--- config.mk ---
export PLATFORM = sky130hd
export DESIGN_NAME = itl_dibit_byte_packer_flat
export DESIGN_NICKNAME = d
export VERILOG_FILES = /design/src/rtl/itl_dibit_byte_packer_if.sv /design/src/rtl/itl_dibit_byte_packer.sv /design/src/flat_wrapper.sv
export SDC_FILE = /design/constraint.sdc
export NUM_CORES = 1
export LEC_CHECK = 0
export BUFFER_PORTS_ARGS = -buffer_cell sky130_fd_sc_hd__buf_2
export CORE_MARGIN = 8
export CORE_UTILIZATION = 45
export DETAILED_ROUTE_END_ITERATION = 8
export RECOVER_POWER = 25
export SYNTH_ARGS = -nofsm -noshare
export SYNTH_HDL_FRONTEND = slang
export SYNTH_SLANG_ARGS = --single-unit
--- constraint.sdc ---
create_clock -name clk -period 3.05 [get_ports clk]
set_input_delay 0.1525 -clock clk [delete_from_list [all_inputs] [get_ports clk]]
set_output_delay 0.1525 -clock clk [all_outputs]
set_load 0.02 [all_outputs]
--- src/rtl/itl_dibit_byte_packer_if.sv ---
`default_nettype none
// =============================================================================
// Module      : itl_dibit_byte_packer_if
// Description : Byte stream from the dibit packer FIFO head to its consumer.
// Revision    : 1.0 - initial release
// =============================================================================
interface itl_dibit_byte_packer_if;
    logic [7:0] byte_out;
    logic       byte_vld;
    logic       byte_rdy;
    logic       byte_sop;
    logic       byte_eop;

    modport master (
        output byte_out,
        output byte_vld,
        output byte_sop,
        output byte_eop,
        input  byte_rdy
    );

    modport slave (
        input  byte_out,
        input  byte_vld,
        input  byte_sop,
        input  byte_eop,
        output byte_rdy
    );
endinterface
`default_nettype wire

--- src/rtl/itl_dibit_byte_packer.sv ---
`default_nettype none
// =============================================================================
// Module      : itl_dibit_byte_packer
// Description : Packs the interleaver dibit stream into PB-framed bytes behind
//               a small show-ahead FIFO. Define ITL_PACK_LSB_FIRST_EN to place
//               the first dibit of each byte in [1:0] instead of [7:6].
// Revision    : 1.0 - initial release
// =============================================================================
module itl_dibit_byte_packer #(
    parameter int FIFO_AW = 3
) (
    input  logic                           clk,
    input  logic                           rst,
    input  logic [1:0]                     pb_size,
    input  logic                           blk_start,
    input  logic [1:0]                     din,
    input  logic                           din_vld,
    itl_dibit_byte_packer_if.master        bo,
    output logic                           busy,
    output logic                           ovf_err,
    output logic                           len_err,
    input  logic                           err_clr
);

    localparam int c_DEPTH = 2 ** FIFO_AW;

    typedef enum logic [1:0] {
        ST_IDLE  = 2'd0,
        ST_PACK  = 2'd1,
        ST_FLUSH = 2'd2
    } state_t;

    state_t           r_state;
    logic [11:0]      r_dibit_cnt;
    logic [11:0]      r_last_idx;
    logic [7:0]       r_asm;
    logic             r_push_vld;
    logic [9:0]       r_push_data;
    logic [FIFO_AW:0] r_wr_ptr;
    logic [FIFO_AW:0] r_rd_ptr;
    logic [9:0]       r_mem [c_DEPTH];
    logic             r_ovf;
    logic             r_len;

    logic [7:0]       w_asm_next;
    logic             w_pack_dibit;
    logic             w_byte_done;
    logic             w_last;
    logic             w_empty;
    logic             w_full;
    logic             w_pop;
    logic             w_wr;
    logic             w_ovf_evt;
    logic             w_len_evt;
    logic [9:0]       w_head;

`ifdef ITL_PACK_LSB_FIRST_EN
    assign w_asm_next = {din, r_asm[7:2]};
`else
    assign w_asm_next = {r_asm[5:0], din};
`endif

    assign w_pack_dibit = (r_state == ST_PACK) && din_vld;
    assign w_byte_done  = w_pack_dibit && (r_dibit_cnt[1:0] == 2'b11);
    assign w_last       = w_pack_dibit && (r_dibit_cnt == r_last_idx);

    // Extra pointer MSB separates full (MSBs differ) from empty (equal).
    assign w_empty   = (r_wr_ptr == r_rd_ptr);
    assign w_full    = (r_wr_ptr[FIFO_AW] != r_rd_ptr[FIFO_AW]) &&
                       (r_wr_ptr[FIFO_AW-1:0] == r_rd_ptr[FIFO_AW-1:0]);
    assign w_pop     = !w_empty && bo.byte_rdy;
    assign w_wr      = r_push_vld && (!w_full || w_pop);
    assign w_ovf_evt = r_push_vld && w_full && !w_pop;
    assign w_len_evt = (blk_start && ((r_state != ST_IDLE) || (pb_size == 2'd3))) ||
                       (din_vld && (r_state != ST_PACK));

    assign w_head      = r_mem[r_rd_ptr[FIFO_AW-1:0]];
    assign bo.byte_vld = !w_empty;
    assign bo.byte_out = w_empty ? 8'h00 : w_head[7:0];
    assign bo.byte_sop = !w_empty && w_head[8];
    assign bo.byte_eop = !w_empty && w_head[9];

    assign busy    = (r_state != ST_IDLE);
    assign ovf_err = r_ovf;
    assign len_err = r_len;

    always_ff @(posedge clk or posedge rst) begin
        if (rst) begin
            r_state     <= ST_IDLE;
            r_dibit_cnt <= 12'd0;
            r_last_idx  <= 12'd0;
            r_asm       <= 8'h00;
            r_push_vld  <= 1'b0;
            r_push_data <= 10'd0;
        end else begin
            r_push_vld <= w_byte_done;
            if (w_byte_done) begin
                r_push_data <= {w_last, (r_dibit_cnt[11:2] == 10'd0), w_asm_next};
            end
            case (r_state)
                ST_IDLE: begin
                    if (blk_start && (pb_size != 2'd3)) begin
                        case (pb_size)
                            2'd0:    r_last_idx <= 12'd63;
                            2'd1:    r_last_idx <= 12'd543;
                            default: r_last_idx <= 12'd2079;
                        endcase
                        r_dibit_cnt <= 12'd0;
                        r_asm       <= 8'h00;
                        r_state     <= ST_PACK;
                    end
                end
                ST_PACK: begin
                    if (din_vld) begin
                        r_asm       <= w_asm_next;
                        r_dibit_cnt <= r_dibit_cnt + 12'd1;
                        if (w_last) begin
                            r_state <= ST_FLUSH;
                        end
                    end
                end
                ST_FLUSH: begin
                    // The final byte may still be in the push stage, not yet in the FIFO.
                    if (w_empty && !r_push_vld) begin
                        r_state <= ST_IDLE;
                    end
                end
                default: r_state <= ST_IDLE;
            endcase
        end
    end

    always_ff @(posedge clk or posedge rst) begin
        if (rst) begin
            r_wr_ptr <= '0;
            r_rd_ptr <= '0;
        end else begin
            if (w_wr) begin
                r_wr_ptr <= r_wr_ptr + 1'b1;
            end
            if (w_pop) begin
                r_rd_ptr <= r_rd_ptr + 1'b1;
            end
        end
    end

    always_ff @(posedge clk) begin
        if (w_wr) begin
            r_mem[r_wr_ptr[FIFO_AW-1:0]] <= r_push_data;
        end
    end

    // A new error event in the same cycle as err_clr keeps the flag set.
    always_ff @(posedge clk or posedge rst) begin
        if (rst) begin
            r_ovf <= 1'b0;
            r_len <= 1'b0;
        end else begin
            if (w_ovf_evt) begin
                r_ovf <= 1'b1;
            end else if (err_clr) begin
                r_ovf <= 1'b0;
            end
            if (w_len_evt) begin
                r_len <= 1'b1;
            end else if (err_clr) begin
                r_len <= 1'b0;
            end
        end
    end

endmodule
`default_nettype wire

--- src/flat_wrapper.sv ---
// flat-port wrapper written by rule: the top's interface ports become plain ports
module itl_dibit_byte_packer_flat 
#(
    parameter int FIFO_AW = 3
)
  (clk, rst, pb_size, blk_start, din, din_vld, busy, ovf_err, len_err, err_clr, bo_byte_out, bo_byte_vld, bo_byte_sop, bo_byte_eop, bo_byte_rdy);
  itl_dibit_byte_packer_if bo_i ();
  input  logic clk;
  input  logic rst;
  input  logic [1:0] pb_size;
  input  logic blk_start;
  input  logic [1:0] din;
  input  logic din_vld;
  output logic busy;
  output logic ovf_err;
  output logic len_err;
  input  logic err_clr;
  output wire logic [$bits(bo_i.byte_out)-1:0] bo_byte_out;
  output wire logic [$bits(bo_i.byte_vld)-1:0] bo_byte_vld;
  output wire logic [$bits(bo_i.byte_sop)-1:0] bo_byte_sop;
  output wire logic [$bits(bo_i.byte_eop)-1:0] bo_byte_eop;
  input wire logic [$bits(bo_i.byte_rdy)-1:0] bo_byte_rdy;
  assign bo_byte_out = bo_i.byte_out;
  assign bo_byte_vld = bo_i.byte_vld;
  assign bo_byte_sop = bo_i.byte_sop;
  assign bo_byte_eop = bo_i.byte_eop;
  assign bo_i.byte_rdy = bo_byte_rdy;
  itl_dibit_byte_packer #(.FIFO_AW(FIFO_AW)) u_core (.clk(clk), .rst(rst), .pb_size(pb_size), .blk_start(blk_start), .din(din), .din_vld(din_vld), .bo(bo_i), .busy(busy), .ovf_err(ovf_err), .len_err(len_err), .err_clr(err_clr));
endmodule
==> run summary, run 1 <==
Status: complete, no violations
Cell variety after synth: 47
Initial drt markers: 161
Worst-path clk slew: 0.06 ns
Slowest Stage Delay on Critical Path: 0.86 ns
Synth Warn #: 0
Clock latency on the worst-skew pair: 0.41 ns
Final antenna-violating net count: 0
Clk root buf: clkbuf_16
Post-synth top area share: 45.2%
Post-Syn Nets: 364
Register bit count reported by yosys: 125
CP Class: reg2reg
Worst reg2reg endpoint: u_core.r_mem[0][8]$_DFFE_PP_
Critical path peak fanout: 10
Avg Cell Area, Syn: 15.2 µm²
Cells after DPL: 508
Final setup viols: 0
Mapped cell area: 0.00532 mm²
Worst Tran Pin Value: 1.11 ns
WHS Endpoint: u_core.r_last_idx[11]$_DFFE_PP0P_
Worst-case clock buffer depth: 2
Num ports: 24
Routed vias/inst: 5.42
WHS Path Cells: 3
DRC viols: 0
Starting Density: 46.4%
Hold crit path type: in2reg
Hold Startpoint: pb_size[1]
Grt total ovfl: 0
Ant. Diodes: 0
Number of global-route vias before repair: 3,090
Area contributors post-synth: edfxtp_1 (45%), dfrtp_1 (21%), mux4_2 (8.5%), mux2i_1 (2.3%), nand2_1 (2.3%)
Row cnt: 39
Number of flops mapped to enable cells by yosys: 80
Die area: 0.0156 mm²
Max-cap violations: 0
Main synth FF type: edfxtp_1
Crit path required time: 3.07 ns
Non-filler instance count after layout: 546
Num CTS Buffers: 17
Setup TNS: 0 ns
Setup crit start kind: register
Largest net degree at the start of global routing: 46
CTS tree: yes
Clk sink count: 125
First-pass GRT wire length: 16,500 µm
CP max stage cell: nor4_2
Max frequency: 0.443 GHz
Final hold vios: 0
Cell area after layout: 0.00630 mm²
# H-tree levels: 4
Slew Limit Headroom: 25.1%
HPWL after detailed placement: 6650 µm
Sequential area share after synthesis: 66.3%
Layout area overhead: 18.5%
Post-synth ARST share: 36.0%
Setup Skew: 0.00683 ns
Most common cell in the netlist: edfxtp_1
Avg WL per Cell: 18.1 µm
R2r worst-path depth: 4
GRT Overall Usage: 13.5%
Slew Limit Fails: 0
Worst R2R Setup Slack: 0.79 ns
Power per cell area: 1000 mW/mm²
Worst path cell trace: xnor2_1, nand3_1, o21ai_2, nor4_2
Worst vdd ir: 0.000543 V
Final core occ: 55.0%
Tcrit/Tclk final: 74.0%
DR vias: 2,958
Nets: 403
Layout cells sized above 1: 26.3%
Post-CTS Resized: 0
Synthesized instance count: 351
RSZ-0062 raised after global routing: no
Core region area: 0.0115 mm²
Initial antenna violation count: 0
Post-Place Cell Area: 0.00560 mm²
Area leader, netlist: edfxtp_1
Die W: 125 µm
Fillers: 918
R2r startpoint: u_core.r_wr_ptr[0]$_DFFE_PP0P_
Vert. Die Dim: 125 µm
CP Data Arrival Time: 2.28 ns
GPL Wtd Cong: 0.751
CP Capture Type: register
Final WL: 9880 µm
Minimum clock period: 2.26 ns
Power Total: 0.00632 W
Commonest cells post-synth: edfxtp_1 (80), dfrtp_1 (45), nand2_1 (32)
First-pass iteration count of the detailed router: 4
PortBufs: 23
Leak: 2.39 nW
==> registers in the layout, summed over array words and instances (netlist names) <==
signal / cells
u_core.ovf_err: 1
u_core.r_state: 2
u_core.len_err: 1
u_core.r_push_data: 10
u_core.r_wr_ptr: 4
u_core.r_rd_ptr: 4
u_core.r_dibit_cnt: 12
u_core.r_last_idx: 4
u_core.r_mem: 80
u_core.r_asm: 6
u_core.r_push_vld: 1
==> worst max-delay path by stage <==
stage	slack, ns	cells after the start	start	endpoint
floorplan	0.73	5	u_core.r_wr_ptr[0]$_DFFE_PP0P_	u_core.r_mem[0][0]$_DFFE_PP_
global placement	0.83	4	u_core.r_wr_ptr[0]$_DFFE_PP0P_	u_core.r_mem[0][4]$_DFFE_PP_
detailed placement	0.76	4	u_core.r_wr_ptr[0]$_DFFE_PP0P_	u_core.r_mem[0][5]$_DFFE_PP_
CTS	0.77	4	u_core.r_wr_ptr[0]$_DFFE_PP0P_	u_core.r_mem[0][8]$_DFFE_PP_
global route	0.57	4	u_core.r_wr_ptr[0]$_DFFE_PP0P_	u_core.r_mem[0][8]$_DFFE_PP_
finish	0.79	4	u_core.r_wr_ptr[0]$_DFFE_PP0P_	u_core.r_mem[0][8]$_DFFE_PP_
==> per-stage QoR <==
stage / setup WS, ns / hold WS (ns)
after floorplan: 0.730 / 0.251
final: 0.793 / 0.0269
after CTS: 0.768 / 0.00346
after detailed placement: 0.764 / 0.375
after global routing: 0.572 / 0.0276
after global placement: 0.832 / 0.361
==> report_power, final <==
| group | switching (W) | total, W | leakage (nW) | internal (W) |
|---|---|---|---|---|
| clock | 0.000721 | 0.00217 | 0.315 | 0.00145 |
| sequential | 0.000348 | 0.00254 | 1.30 | 0.00219 |
| combinational | 0.000879 | 0.00161 | 0.771 | 0.000734 |
==> layout make-up <==
class                   count  area, µm²  area share [%]
clock inverters            14        216            3.43
repair buffers             39        250            3.97
multi-input cells         200       1670            26.6
flip-flops and latches    125       3530            56.0
clock buffers              18        429            6.81
well taps                 143        179            2.84
inverters                   7       26.3           0.417
==> repair_timing <==
item / CTS / global route
hold buffers: 6 / 0
buffers inserted: 0 / 0
endpoints found under the hold margin: 48 / 0
==> per-layer routing <==
| metal | vias to the layer above | wire, µm | track usage [%] |
|---|---|---|---|
| met5 | - | 0 | 0 |
| met4 | 0 | 137 | 6.02 |
| met3 | 12 | 364 | 4.09 |
| met2 | 50 | 4740 | 20.6 |
| met1 | 1489 | 4630 | 17.4 |
| li1 | 1407 | - | - |
==> layout by cell type (no fill, tap or decap), types with 3 or more instances in the layout <==
master	netlist	final
nand2_1	32	32
a21oi_1	6	6
xor2_1	8	8
nand3_1	8	8
inv_1	6	5
o21ai_0	14	14
ha_1	3	3
nand4_1	4	4
dfrtp_1	45	45
or4_1	4	4
bufinv_16	0	5
buf_2	11	23
mux2_2	10	10
nor2_1	17	17
o31ai_1	7	7
buf_4	1	10
nor3_1	8	8
dlygate4sd3_1	0	6
edfxtp_1	80	80
clkbuf_16	0	17
clkinv_4	0	3
xnor2_1	10	10
mux4_2	20	20
mux2i_1	12	12
clkinv_2	0	3
nand2b_1	9	9
==> worst max-delay path: cells and delay by family (launching register included) <==
| family | cells | cell delay [ns] |
|---|---|---|
| AO/OA/AOI/OAI | 1 | 0.15 |
| XOR/XNOR | 1 | 0.19 |
| flip-flops | 1 | 0.51 |
| AND/OR/NAND/NOR | 2 | 1.02 |
==> kinds of logic after synthesis <==
group / Yosys count / synth area share [%]
mux: 44 / 13.5
compound gates: 36 / 4.54
buf+inv: 26 / 2.31
xor+xnor: 18 / 2.96
fa+ha+maj: 3 / 0.706
flops: 125 / 66.3
simple gates: 99 / 9.67
No activity file was read; power rests on OpenSTA's default activity.
==> inputs of run 2 (changes only) <==
Clock period 3.05 ns to 1.8 ns, I/O delays scaled along.
==> run 2 against run 1 <==
  * The flow now finishes with violations (setup timing)
  * Non-clock buffer count up 40
  * Sequential share of layout area decreased by 5.0 points
  * Combinational power grew to 2.5 times the previous value
  * Core utilization grew 5.4 points
  * Critical path type is now reg2out
  * Critical endpoint is now bo_byte_out[0]
==> run summary, run 2 (synthesis results as in run 1) <==
First-pass GRT wire length: 16,800 µm (+1.8%)
Worst Tran Pin Value: 0.619 ns (-0.495 ns)
Grt met2 use: 21.8% (+1.2 points)
Commonest non-fill, non-tap cell in the layout: edfxtp_1
CTS tree: yes
Starting Density: 46.4% (unchanged)
CP Class: reg2out
Vert. Die Dim: 125 µm (unchanged)
PortBufs: 23 (unchanged)
Largest register FFs: 80 (unchanged)
Num ports: 24 (unchanged)
DR vias: 3,120 (+5.5%)
Worst path buffer plus inverter count: 3 (+3)
Initial antenna violation count: 0 (unchanged)
Final setup viols: 28 (+28)
Clock latency on the worst-skew pair: 0.42 ns (about the same)
Tcrit/Tclk final: 118%
Worst path cell trace: buf_6, xor2_4, nor4_4, buf_6, nor2_1, buf_4
Crit path max-delay family: buffers and inverters
Power per cell area: 1700 mW/mm² (+69%)
HPWL after detailed placement: 6900 µm (+3.8%)
Ant. Diodes: 0 (unchanged)
Met3 usage: 3.40% (-0.68 points)
Cells after DPL: 524 (+3.1%)
Slowest Stage Delay on Critical Path: 0.42 ns (-0.44 ns)
Stages on worst setup path: 6 (+2)
Final hold vios: 0 (unchanged)
CP Data Arrival Time: 2.03 ns (-0.25 ns)
Largest net degree at the start of global routing: 29 (-37%)
Violations in the final reports: setup timing
Die W: 125 µm (unchanged)
CP max stage cell: nor4_4
WHS Endpoint: u_core.r_dibit_cnt[4]$_DFFE_PP0P_
Routed vias/inst: 5.32 (-1.9%)
GPL Wtd Cong: 0.751 (about the same)
Worst reg2reg endpoint: u_core.r_rd_ptr[1]$_DFFE_PP0P_
Non-filler instance count after layout: 587 (+7.5%)
Worst R2R Setup Slack: -0.20 ns (-0.99 ns)
Avg WL per Cell: 19.3 µm (+6.7%)
Most crowded layer after global routing: met2
Setup crit start kind: register
Layout cells sized above 1: 36.9% (+11 points)
GRT Overall Usage: 13.9% (+0.35 points)
WHS Path Cells: 4 (+1)
Worst-path clk slew: 0.06 ns (about the same)
Clk root buf: clkbuf_16
R2r startpoint: u_core.r_rd_ptr[2]$_DFFE_PP0P_
# H-tree levels: 4 (unchanged)
Sequential cell area: 0.00353 mm² (about the same)
Final WL: 11,300 µm (+15%)
Setup TNS: -4.76 ns (-4.76 ns)
Die area: 0.0156 mm² (unchanged)
Power Total: 0.0118 W (+86%)
Nets: 444 (+10%)
Critical path peak fanout: 6 (-4)
Clk sink count: 125 (unchanged)
Core region area: 0.0115 mm² (unchanged)
Slew Limit Fails: 0 (unchanged)
Setup Skew: 0.0121 ns (+0.00531 ns)
Crit path required time: 1.71 ns (-1.36 ns)
Hold crit path type: in2reg
Num CTS Buffers: 17 (unchanged)
Max frequency: 0.471 GHz
Number of global-route vias before repair: 3,188 (+3.2%)
Minimum clock period: 2.12 ns
Worst vdd ir: 0.00101 V (+85%)
Max-cap violations: 0 (unchanged)
CP Capture Type: primary output
R2r worst-path depth: 8 (+4)
Grt total ovfl: 0 (unchanged)
First-pass iteration count of the detailed router: 5 (+1)
Critical path's most frequent cell: buf_6
Area of the multi-input gates: 0.00187 mm² (+12%)
Met1 Use GR: 17.4% (+0.038 points)
DRC viols: 0 (unchanged)
Row cnt: 39 (unchanged)
Most frequent cells in the layout: edfxtp_1 (80), dfrtp_1 (44), nand2_1 (31), buf_4 (29), mux4_2 (20)
Final antenna-violating net count: 0 (unchanged)
Leak: 2.65 nW (+11%)
Slew Limit Headroom: 58.7% (+34 points)
Initial drt markers: 156 (-3.1%)
Post-route setup slack: -0.322 ns (-1.11 ns)
Hold Startpoint: din_vld
RSZ-0062 raised after global routing: yes
Fillers: 825 (-10%)
Status: finished, violations left
Worst-case clock buffer depth: 2 (unchanged)
Layout area overhead: 30.2%
-- run 2: cell count changes in the layout (fill, tap and decap cells not counted), moves of 5 or more --
cell | before | now
nor3_4 | 0 | 5
nor2_1 | 17 | 11
buf_6 | 0 | 19
buf_4 | 10 | 29
buf_2 | 23 | 16
buf_12 | 0 | 5
nor3_1 | 8 | 3
-- run 2: metal layers --
metal	up-vias	routed length, µm
met2	46	5780
met3	9	419
met1	1582	5010
met5	-	0
li1	1483	-
met4	0	121
-- run 2: through the flow --
step | setup WS, ns | instance area (µm²) | utilization [%] | hold slack, ns
detailed placement | -0.187 | 5740 | 50.0 | 0.214
finish | -0.322 | 6930 | 60.4 | 0.251
global route | -0.417 | 6930 | 60.4 | 0.281
floorplan | -0.281 | 5330 | - | 0.188
global placement | -0.195 | 5740 | 50.0 | 0.201
CTS | -0.272 | 6580 | 57.4 | 0.249
-- run 2: how the worst max path moves through the flow --
| stage | slack, ns | from | endpoint |
|---|---|---|---|
| CTS | -0.27 | u_core.r_rd_ptr[0]$_DFFE_PP0P_ | bo_byte_out[4] |
| detailed placement | -0.19 | u_core.r_rd_ptr[3]$_DFFE_PP0P_ | u_core.r_mem[3][0]$_DFFE_PP_ |
| global placement | -0.19 | u_core.r_rd_ptr[1]$_DFFE_PP0P_ | u_core.r_mem[5][1]$_DFFE_PP_ |
| global route | -0.42 | u_core.r_rd_ptr[2]$_DFFE_PP0P_ | bo_byte_out[0] |
| finish | -0.32 | u_core.r_rd_ptr[2]$_DFFE_PP0P_ | bo_byte_out[0] |
| floorplan | -0.28 | u_core.r_wr_ptr[0]$_DFFE_PP0P_ | u_core.r_mem[2][0]$_DFFE_PP_ |
-- run 2: final cells by class --
cell class                      count  area share, %
Clock buffer                       18           6.20
Clock inverter                     14           2.42
Sequential cell                   125           51.0
Multi-Input combinational cell    201           27.1
Timing Repair Buffer               79           10.4
Tap cell                          143           2.58
Inverter                            7          0.416
-- run 2: tightest hold or removal path: cells and delay by family --
| kind | cells | cell delay, ns |
|---|---|---|
| muxes | 1 | 0.18 |
| buffers and inverters | 1 | 0.14 |
| AOI/OAI and AO/OA | 1 | 0.14 |
| and+or+nand+nor | 1 | 0.08 |
-- run 2: what timing repair did --
item	in CTS	in global routing
gates resized for setup	31	50
gates cloned	1	4
pin swaps	2	10
setup endpoints to repair	52	82
hold buffers	9	0
endpoints found under the hold margin	35	0
buffers inserted	4	13
-- run 2: where the power goes --
group / internal [W] / total (W) / switching (W)
sequential: 0.00371 / 0.00426 / 0.000548
clock: 0.00218 / 0.00341 / 0.00123
combinational: 0.00199 / 0.00410 / 0.00211
